==> src/rtl/key_tone_player.sv <==
// Key-press tone player: queues keypad press edges in a small FIFO and plays each as a
// fixed-length square-wave note followed by silence. Define KEY_TONE_LED_EN to add led[3:0].
module key_tone_player #(
    parameter int HALF_P0     = 95556,
    parameter int HALF_P1     = 75843,
    parameter int HALF_P4     = 63776,
    parameter int HALF_P7     = 47778,
    parameter int NOTE_CYCLES = 12500000,
    parameter int GAP_CYCLES  = 2500000,
    parameter int DEPTH       = 4
) (
    input  logic                     clk,
    input  logic                     reset,
    input  logic                     push_0,
    input  logic                     push_1,
    input  logic                     push_4,
    input  logic                     push_7,
    output logic                     spk,
    output logic                     busy,
    output logic [1:0]               note_idx,
    output logic [$clog2(DEPTH):0]   fifo_count,
    output logic                     overflow
`ifdef KEY_TONE_LED_EN
    ,
    output logic [3:0]               led
`endif
);

    localparam int AW = $clog2(DEPTH);
    localparam int CW = AW + 1;

    typedef enum logic [1:0] {IDLE, LOAD, PLAY, GAP} state_t;

    state_t         state_q, state_d;
    logic [3:0]     push_prev_q, push_prev_d;
    logic [1:0]     mem_q [DEPTH];
    logic [1:0]     mem_d [DEPTH];
    logic [AW-1:0]  wr_ptr_q, wr_ptr_d, rd_ptr_q, rd_ptr_d;
    logic [CW-1:0]  count_q, count_d;
    logic           overflow_q, overflow_d;
    logic [1:0]     note_q, note_d;
    logic [23:0]    half_q, half_d, div_q, div_d, dur_q, dur_d;
    logic           spk_q, spk_d;

    logic [3:0]     keys, ev;
    logic           ev_any, pop, full, push_ok;
    logic [1:0]     ev_idx;

    // Press events and FIFO bookkeeping
    always_comb begin
        keys        = {push_7, push_4, push_1, push_0};
        push_prev_d = keys;
        ev          = keys & ~push_prev_q;
        ev_any      = |ev;
        ev_idx      = 2'd3;
        if (ev[0])      ev_idx = 2'd0;
        else if (ev[1]) ev_idx = 2'd1;
        else if (ev[2]) ev_idx = 2'd2;

        // A LOAD pop frees a slot in the same cycle, so a full FIFO can still accept.
        pop     = (state_q == LOAD);
        full    = (count_q == CW'(DEPTH));
        push_ok = ev_any && (!full || pop);

        mem_d = mem_q;
        if (push_ok) mem_d[wr_ptr_q] = ev_idx;
        wr_ptr_d   = wr_ptr_q + (push_ok ? AW'(1) : AW'(0));
        rd_ptr_d   = rd_ptr_q + (pop ? AW'(1) : AW'(0));
        count_d    = count_q + CW'(push_ok) - CW'(pop);
        overflow_d = overflow_q | (ev_any & full & ~pop);
    end

    // Note sequencer
    always_comb begin
        state_d = state_q;
        note_d  = note_q;
        half_d  = half_q;
        div_d   = div_q;
        dur_d   = dur_q;
        spk_d   = spk_q;
        case (state_q)
            IDLE: begin
                spk_d = 1'b0;
                if (count_q != '0) begin
                    state_d = LOAD;
                    note_d  = mem_q[rd_ptr_q];
                end
            end
            LOAD: begin
                case (note_q)
                    2'd0:    half_d = 24'(HALF_P0);
                    2'd1:    half_d = 24'(HALF_P1);
                    2'd2:    half_d = 24'(HALF_P4);
                    default: half_d = 24'(HALF_P7);
                endcase
                div_d   = '0;
                dur_d   = '0;
                spk_d   = 1'b0;
                state_d = PLAY;
            end
            PLAY: begin
                dur_d = dur_q + 24'd1;
                if (div_q == half_q - 24'd1) begin
                    spk_d = ~spk_q;
                    div_d = '0;
                end else begin
                    div_d = div_q + 24'd1;
                end
                if (dur_q == 24'(NOTE_CYCLES - 1)) begin
                    state_d = GAP;
                    spk_d   = 1'b0;
                    div_d   = '0;
                    dur_d   = '0;
                end
            end
            default: begin
                spk_d = 1'b0;
                dur_d = dur_q + 24'd1;
                if (dur_q == 24'(GAP_CYCLES - 1)) begin
                    state_d = IDLE;
                    dur_d   = '0;
                end
            end
        endcase
    end

    always_ff @(posedge clk) begin
        if (reset) begin
            state_q     <= IDLE;
            push_prev_q <= '0;
            for (int i = 0; i < DEPTH; i++) mem_q[i] <= '0;
            wr_ptr_q    <= '0;
            rd_ptr_q    <= '0;
            count_q     <= '0;
            overflow_q  <= 1'b0;
            note_q      <= '0;
            half_q      <= '0;
            div_q       <= '0;
            dur_q       <= '0;
            spk_q       <= 1'b0;
        end else begin
            state_q     <= state_d;
            push_prev_q <= push_prev_d;
            mem_q       <= mem_d;
            wr_ptr_q    <= wr_ptr_d;
            rd_ptr_q    <= rd_ptr_d;
            count_q     <= count_d;
            overflow_q  <= overflow_d;
            note_q      <= note_d;
            half_q      <= half_d;
            div_q       <= div_d;
            dur_q       <= dur_d;
            spk_q       <= spk_d;
        end
    end

    assign spk        = spk_q;
    assign busy       = (state_q != IDLE);
    assign note_idx   = note_q;
    assign fifo_count = count_q;
    assign overflow   = overflow_q;

`ifdef KEY_TONE_LED_EN
    assign led = (state_q == LOAD || state_q == PLAY) ? (4'b0001 << note_q) : 4'b0000;
`endif

endmodule

==> config.mk <==
export PLATFORM = sky130hd
export DESIGN_NAME = key_tone_player
export DESIGN_NICKNAME = d
export VERILOG_FILES = /design/src/rtl/key_tone_player.sv
export SDC_FILE = /design/constraint.sdc
export NUM_CORES = 1
export LEC_CHECK = 0
export CAP_MARGIN = 20
export CELL_PAD_IN_SITES_DETAIL_PLACEMENT = 2
export CELL_PAD_IN_SITES_GLOBAL_PLACEMENT = 2
export CORE_MARGIN = 2
export CORE_UTILIZATION = 30
export DETAILED_ROUTE_END_ITERATION = 7
export GPL_TIMING_DRIVEN = 0
export HOLD_SLACK_MARGIN = 0.02
export PLACE_DENSITY = 0.76
export SLEW_MARGIN = 10
export SYNTH_ARGS = -nofsm -noshare
export SYNTH_HDL_FRONTEND = slang
export SYNTH_SLANG_ARGS = --single-unit
==> constraint.sdc <==
create_clock -name clk -period 8.3 [get_ports clk]
set_clock_uncertainty 0.2 [all_clocks]
set_input_delay 1.245 -clock clk [delete_from_list [all_inputs] [get_ports clk]]
set_output_delay 1.245 -clock clk [all_outputs]
set_load 0.005 [all_outputs]
Word level (Yosys, flattened, before mapping). Index checks and enable logic that the tools add are counted.

Flip-flop bits (word level): 97. Input port bits: 6. Output and inout bits: 8. Logic and storage cells: 81.

Add/subtract/negate cells: 7. Magnitude comparators: 3. Equality and inequality tests: 10. Mux-type cells: 22. Bitwise logic cells: 10. Reductions and logical operators: 14.

Operators by type and width (number): 24-bit 2-to-1 mux (4); 24-bit case mux with 3 select lines (1); 17-bit case mux with 3 select lines (1); 24-bit by 1-bit adder with 24-bit output, second input constant (2); 24-bit case mux with 2 select lines (1); 24-bit by 22-bit == test with 1-bit output, second input constant (1); 24-bit == test (1); 24-bit == test, second input constant (1); 24-bit by 1-bit subtractor with 24-bit output, second input constant (1); 2-bit 2-to-1 mux (8); 8-bit bitwise mux (1); 3-bit >= comparator, second input constant (2); 2-bit NOT with 3-bit output (2); 2-bit case mux with 3 select lines (1); 2-bit by 1-bit adder with 2-bit output (2); 4-bit AND (1); 2-bit binary-select mux with 2-bit select (1); 2-bit demux with 2-bit select (1); 2-bit by 1-bit == test with 1-bit output, second input constant (2); 2-bit == test, second input constant (2); 2-bit zero test (2); 2-bit inequality test, second input constant (2); 4-bit NOT (1); 2-bit nonzero test (2); 17 further kinds (23).

Longest topological paths before layout. Gate-level depths: netlist of the first run.

Depth after elaboration: 6. Depth in mapped cells: 14. Mapped depth without buffers: 13.

Worst setup path before layout of the first run. Ideal clock, no wire load.

Path kind: input port to flip-flop. Start point: input port push_0. End point: register count_q[2], in the netlist fifo_count[2]. Setup time: 0.128 ns. Arrival: 3.042 ns. Required time: 7.972 ns. Slack: 4.930 ns. Cell stages on the path: 12. Path buffers: 0. Path through: nor2b_1 -> a21oi_1 -> a21oi_1 -> inv_1 -> ha_1 -> inv_1 -> ha_1 -> inv_1 -> fa_1 -> xor2_1 -> xnor2_1 -> nor2_1.

Word-level cells in the longest chain between the ends: 5.

Ends and longest elaborated chain: from (decl) (RTL line 14) `input logic push_0,`; 4-bit AND (RTL line 53) `ev = keys & ~push_prev_q;`; 4-bit OR reduction (RTL line 54) `ev_any = |ev;`; 1-bit logical AND (RTL line 63) `push_ok = ev_any && (!full || pop);`; 3-bit by 1-bit adder with 3-bit output (RTL line 69) `count_d = count_q + CW'(push_ok) - CW'(pop);`; 3-bit by 1-bit subtractor with 3-bit output (RTL line 69); to (signal assigned) (RTL line 147) `count_q <= count_d;`; to (decl) (RTL line 39) `logic [CW-1:0] count_q, count_d;`.

No other way between the ends. A chain may end at the register's enable or synchronous reset.

Final worst setup path of the first run. Same ends and word-level chain as after synthesis.

==> impl_metrics.yaml, run 1 <==
run_status:
  outcome: "completed"
cts:
  cts_tree: "done"
  insertion_delay_ns: 0.36
  cts_setup_buffers: 0
  clockRootBuffer: "clkbuf_16"
  numCtsBuffers: 9
  clkTransAtPathRegs_ns: 0.07
  ctsHtreeMaxLevel: 3
  cts_resized: 0
  clock_sinks: 83
  hold_buffers: 0
  clock_path_buffers: 2
worst_setup_path:
  cp.arrival_ns: 3.90
  critical_path_class: "primary input to register"
  required_ns: 8.33
  critical_path.endpoint_type: "register"
  worstSetupStartpointType: "primary input"
  cp_max_fo: 6
  r2r_setup_slack_ns: 4.65
timing:
  slew_violations: 0
  tns_ns: 0
  whs_ns: 0.284
  clock.fmax_mhz: 259
  worstMarginPinSlew_ns: 0.739
  min_period_ns: 3.87
  setup_ws_ns: 4.43
  slew_headroom_pct: 50.3
  rsz0062_at_grt: "no"
  setup_viol_count_final: 0
  final_hold_viol_count: 0
  fin_crit_sh_pct: 46.6
yosys:
  post_synth_num_cell_types: 57
  synth-adder-area-share_pct: 3.81
  ys_seq_elements: 83
  synth_cells: 526
  avgSynthCellArea_um2: 8.50
  synth_compound_area_share_pct: 10.9
  synth_edf_count: 0
  synth_top_cell_area_share_pct: 37.2
  synth-simple-area-share_pct: 27.7
  syn_nets: 545
  synth_top_family_by_area: "simple AND/OR/NAND/NOR gates"
  synth_mux_area_share_pct: 5.93
  ys.flop_type: "dfxtp_1"
  seq_area_frac_synth_pct: 37.2
  synth_xor_area_share_pct: 9.21
  synth_area_leaders: "dfxtp_1 37%, nor2_1 5.3%, mux2i_1 4.9%"
  syn_area_um2: 4470
  async_reset_ff_share_pct: 0
  yosysTopAreaCell: "dfxtp_1"
  yosys_warnings: 0
global_route:
  grt_pass1_vias: 4241
  grt_pass1_wl_mm: 22.6
  antenna_found_initial: 0
  grt_max_degree: 17
  grt_overflow: 0
  grtUsageTotal_pct: 17.7
final_layout:
  fill_cells: 1651
  syn_to_final_growth_pct: 14.7
  antenna_cells: 0
  final_common_cell: "dfxtp_1"
  final_cell_mix: "83 x dfxtp_1, 63 x nor2_1, 36 x nand2_1"
  nets: 568
  final_cell_area_um2: 5130
  drive_gt1_share_pct: 7.04
floorplanning:
  fp.dieW_um: 126
  start_util_pct: 30.8
  die_h_um: 126
  fp-row-count: 44
  core_um2: 14500
  die_area_um2: 15900
  pin_count: 14
placed_design:
  gp_congestion: 0.838
  port-buffer-count: 12
  hpwl_mm: 9.86
  place_area_um2: 4820
  dp_slack_ns: 4.05
drt:
  routedWlPerCell_um: 18.0
  drt-total-wl_mm: 13.3
  drc_errors: 0
  vias: 3951
  viasPerCell: 5.35
  drtIter0Drc: 203
  first_pass_iters: 4
  ant_nets: 0
power:
  p_per_area_nw_per_um2: 280
  total_power_mw: 1.44
  peakVddDrop_uv: 128
  p_leak_nw: 1.89
job:
  drv_cap: 0
worst_hold_path:
  hold_class: "register to register"
-- synth_stat cells, types with 3 or more instances --
| cell | count |
|---|---|
| dfxtp_1 | 83 |
| nor2_1 | 63 |
| nand2_1 | 36 |
| nand3_1 | 32 |
| inv_1 | 29 |
| xor2_1 | 24 |
| xnor2_1 | 23 |
| mux2i_1 | 22 |
| a21oi_1 | 17 |
| a31oi_1 | 16 |
| nor2b_1 | 14 |
| nand4_1 | 13 |
| ha_1 | 12 |
| and3_1 | 11 |
| clkbuf_1 | 11 |
| o21ai_0 | 10 |
| nor3_1 | 9 |
| buf_2 | 8 |
| and2_1 | 7 |
| nor4_1 | 7 |
| a22oi_1 | 6 |
| nand2b_1 | 6 |
| nor4b_1 | 5 |
| nand3b_1 | 4 |
| o211ai_1 | 4 |
| o22ai_1 | 4 |
| a32oi_1 | 3 |
| and4_1 | 3 |
| buf_1 | 3 |
| nor3b_1 | 3 |
-- kinds of logic after synthesis --
kind of cell / count (synthesis)
adder cells (fa/ha/maj): 13
AO/OA/AOI/OAI: 75
AND/OR/NAND/NOR: 229
flip-flops: 83
multiplexers: 24
XOR/XNOR: 47
buffers and inverters: 55
-- through the flow --
step,util (%),std cells
after floorplan,-,526
after global placement,33.2,722
after detailed placement,33.2,722
after CTS,35.3,738
after global routing,35.3,738
final,35.3,738
-- registers in the layout, indices dropped and copies added (netlist names) --
signal / flops
wr_ptr_q: 2
push_prev_q: 4
state_q: 2
note_idx: 2
overflow: 1
dur_q: 24
fifo_count: 3
spk: 1
div_q: 24
rd_ptr_q: 2
half_q: 10
mem_q: 8
-- metal layers --
metal	GRT usage (%)	part of all wire, %	routed length [um]	vias up
met1	22.7	47	6230	2000
li1	-	-	-	1897
met4	5.75	1.8	239	0
met3	3.06	2.3	304	15
met5	0	0	0	-
met2	30.2	49	6510	39
-- report_power, final --
group | switching, mW | internal (mW) | total, mW
clock | 0.188 | 0.238 | 0.425
sequential | 0.0461 | 0.441 | 0.487
combinational | 0.300 | 0.225 | 0.525
-- final timing paths --
path | from | end | cells past startpoint
worst max-delay path | push_0 | fifo_count[2] | 13
worst min-delay path | overflow | overflow | 2
worst max register to register | state_q[1] | fifo_count[2] | 14
worst min register to register | overflow | overflow | 2
-- critical path, cell delays in order --
cell and delay (ns):
clkdlybuf4s50_1 0.41, nor2b_1 0.15, a21oi_1 0.42, a21oi_1 0.27
inv_1 0.16, ha_1 0.25, inv_1 0.07, ha_1 0.13
inv_1 0.05, fa_1 0.38, xor2_1 0.16, xnor2_1 0.15
nor2_1 0.05
-- area by class of cell --
cell class / count / area, um2 / area share (%)
inverter: 29 / 109 / 2.12
clock inverter: 7 / 80.1 / 1.56
sequential: 83 / 1660 / 32.4
multi-input combinational: 388 / 2570 / 50.2
buffer: 26 / 128 / 2.49
tap: 184 / 230 / 4.49
timing repair buffer: 12 / 120 / 2.34
clock buffer: 9 / 225 / 4.39
Power figures use the tool's default switching activity.
==> run 2: changes to the inputs <==
==> constraint.sdc (replaced) <==
create_clock -name clk -period 3.9 [get_ports clk]
set_clock_uncertainty 0.2 [all_clocks]
set_input_delay 0.585 -clock clk [delete_from_list [all_inputs] [get_ports clk]]
set_output_delay 0.585 -clock clk [all_outputs]
set_load 0.005 [all_outputs]
==> run 2 against run 1 <==
  * Register-to-register slack worse by 4.2 ns
  * Non-clock buffer count unchanged
  * First-iteration DRC count up 0.99%
  * Clock power up 110%
  * Routed wire length about the same
  * Setup slack worse by 3.9 ns
  * Final cell count unchanged
  * Power up 110%
  * Hold slack about the same
  * Sequential power up 110%
  * Critical endpoint unchanged
  * Largest cell class unchanged
==> impl_metrics.yaml, run 2 (synthesis results as in run 1) <==
global_route:
  grt_max_degree: 17
  antenna_found_initial: 0
  use_met2_pct: 30.2
  grt_pass1_vias: 4241
  grt_pass1_wl_mm: 22.6
  gr-usage-met1_pct: 22.7
  grt_overflow: 0
  grtUsageTotal_pct: 17.7
  grt_use_met3_pct: 3.06
  grt-busiest-layer: "met2"
floorplanning:
  fp.dieW_um: 126
  core_um2: 14500
  pin_count: 14
  fp-row-count: 44
  die_area_um2: 15900
  start_util_pct: 30.8
  die_h_um: 126
timing:
  rsz0062_at_grt: "no"
  setup_viol_count_final: 0
  slew_violations: 0
  min_period_ns: 3.40
  worstMarginPinSlew_ns: 0.738
  fin_crit_sh_pct: 87.2
  clock.fmax_mhz: 294
  slew_headroom_pct: 50.4
  setup_ws_ns: 0.500
  final_hold_viol_count: 0
  tns_ns: 0
power:
  p_leak_nw: 1.90
  internal_power_mw: 1.92
  swShare_pct: 37.1
  power_frac_seq_pct: 33.9
  p_per_area_nw_per_um2: 596
  p_switching_mw: 1.14
  peakVddDrop_uv: 273
  clockPowerShare_pct: 29.6
  p_comb_share_pct: 36.6
worst_setup_path:
  critical_path.endpoint_type: "register"
  timing.rr.start: "state_q[1]"
  worstSetupStartpointType: "register"
  r2r.worst_path.cells: 14
  timing.rr.end: "fifo_count[2]"
  critical_path_class: "register to register"
  cp.arrival_ns: 3.43
  critPathLaunch: "state_q[1]"
  r2r_setup_slack_ns: 0.50
  cp_max_fo: 9
  required_ns: 3.93
worst_hold_path:
  min_path_cells: 2
  worstHoldEndpoint: "overflow"
  worstHoldStart: "overflow"
  hold_class: "register to register"
final_layout:
  nets: 568
  final_cell_mix: "83 x dfxtp_1, 63 x nor2_1, 36 x nand2_1"
  drive_gt1_share_pct: 7.22
  antenna_cells: 0
  fill_cells: 1650
  final_common_cell: "dfxtp_1"
  final_cell_area_um2: 5130
  largest_registers: "div_q x24, dur_q x24, half_q x10"
  regArea_um2: 1660
  layoutNonFillerInstCount: 738
  syn_to_final_growth_pct: 14.8
  multi_input_area_um2: 2580
cts:
  clock_path_buffers: 2
  ctsHtreeMaxLevel: 3
  clockRootBuffer: "clkbuf_16"
  cts_tree: "done"
  numCtsBuffers: 9
  clkTransAtPathRegs_ns: 0.07
  cts_setup_buffers: 0
  insertion_delay_ns: 0.36
  clock_sinks: 83
  hold_buffers: 0
run_status:
  outcome: "completed"
placed_design:
  hpwl_mm: 9.86
  place_area_um2: 4820
  dp_cells: 722
  dp_slack_ns: 0.294
  port-buffer-count: 12
  gp_congestion: 0.838
drt:
  vias: 3962
  drt-total-wl_mm: 13.3
  routedWlPerCell_um: 18.0
  drc_errors: 0
  ant_nets: 0
  first_pass_iters: 4
  drtIter0Drc: 205
  viasPerCell: 5.37
job:
  drv_cap: 0
run 2: changes by cell type in the layout (fill, tap and decap cells not counted):
| cell | previous run | this run |
|---|---|---|
| nor4b_1 | 5 | 4 |
| nor4b_2 | 2 | 3 |
run 2: cell type report:
type                    instances  area share, %
plain buffers                  26           2.49
clock buffers                   9           4.39
clock inverters                 7           1.56
inverters                      29           2.12
multi-input cells             388           50.2
flip-flops and latches         83           32.4
well taps                     184           4.49
repair buffers                 12           2.34
run 2: timing repair:
item | CTS | global route
resized for setup | 0 | 1
setup endpoints to repair | 0 | 1
hold endpoints to repair | 0 | 0
run 2: how the worst max path moves through the flow:
stage,to,depth (start not counted)
after floorplan,fifo_count[2],14
after global placement,fifo_count[2],13
after detailed placement,fifo_count[2],14
after CTS,fifo_count[2],14
after global routing,fifo_count[2],14
final,fifo_count[2],14
run 2: critical path, stage by stage, from the launching register on:
cell and delay [ns]:
dfxtp_1 0.38, inv_1 0.08, ha_1 0.23, clkbuf_1 0.27, nor4b_2 0.51, a21oi_1 0.19, inv_1 0.16, ha_1 0.25
inv_1 0.06, ha_1 0.13, inv_1 0.05, fa_1 0.38, xor2_1 0.16, xnor2_1 0.15, nor2_1 0.05
run 2: power by group through the flow:
stage	Combinational, mW	Clock, mW	Sequential (mW)
after floorplan	0.797	0	1.03
after global placement	1.05	0	1.05
after detailed placement	1.11	0	1.06
after CTS	1.13	0.927	1.04
after global routing	1.25	0.960	1.05
final	1.12	0.904	1.04
run 2: layer usage:
layer,vias up,share of wire [%]
met1,2009,47
met5,-,0
met4,0,1.8
met3,15,2.3
li1,1899,-
met2,39,49
run 2: metrics by stage:
stage / utilization [%] / hold slack, ns / total power, mW
6_report: 35.3 / 0.285 / 3.06
5_1_grt: 35.3 / 0.324 / 3.26
4_1_cts: 35.3 / 0.297 / 3.09
3_5_place_dp: 33.2 / 0.277 / 2.17
3_3_place_gp: 33.2 / 0.265 / 2.10
2_1_floorplan: - / 0.254 / 1.83
==> run 3: changes to the inputs <==
--- a/config.mk
+++ b/config.mk
@@ -5,14 +5,13 @@
 export SDC_FILE = /design/constraint.sdc
 export NUM_CORES = 1
 export LEC_CHECK = 0
-export CAP_MARGIN = 20
 export CELL_PAD_IN_SITES_DETAIL_PLACEMENT = 2
 export CELL_PAD_IN_SITES_GLOBAL_PLACEMENT = 2
 export CORE_MARGIN = 2
 export CORE_UTILIZATION = 30
 export DETAILED_ROUTE_END_ITERATION = 7
 export GPL_TIMING_DRIVEN = 0
-export HOLD_SLACK_MARGIN = 0.02
+export HOLD_SLACK_MARGIN = 0.03
 export PLACE_DENSITY = 0.76
 export SLEW_MARGIN = 10
 export SYNTH_ARGS = -nofsm -noshare
==> results of run 3 <==
The final DEF is identical to that of run 2; final timing and power are the same.
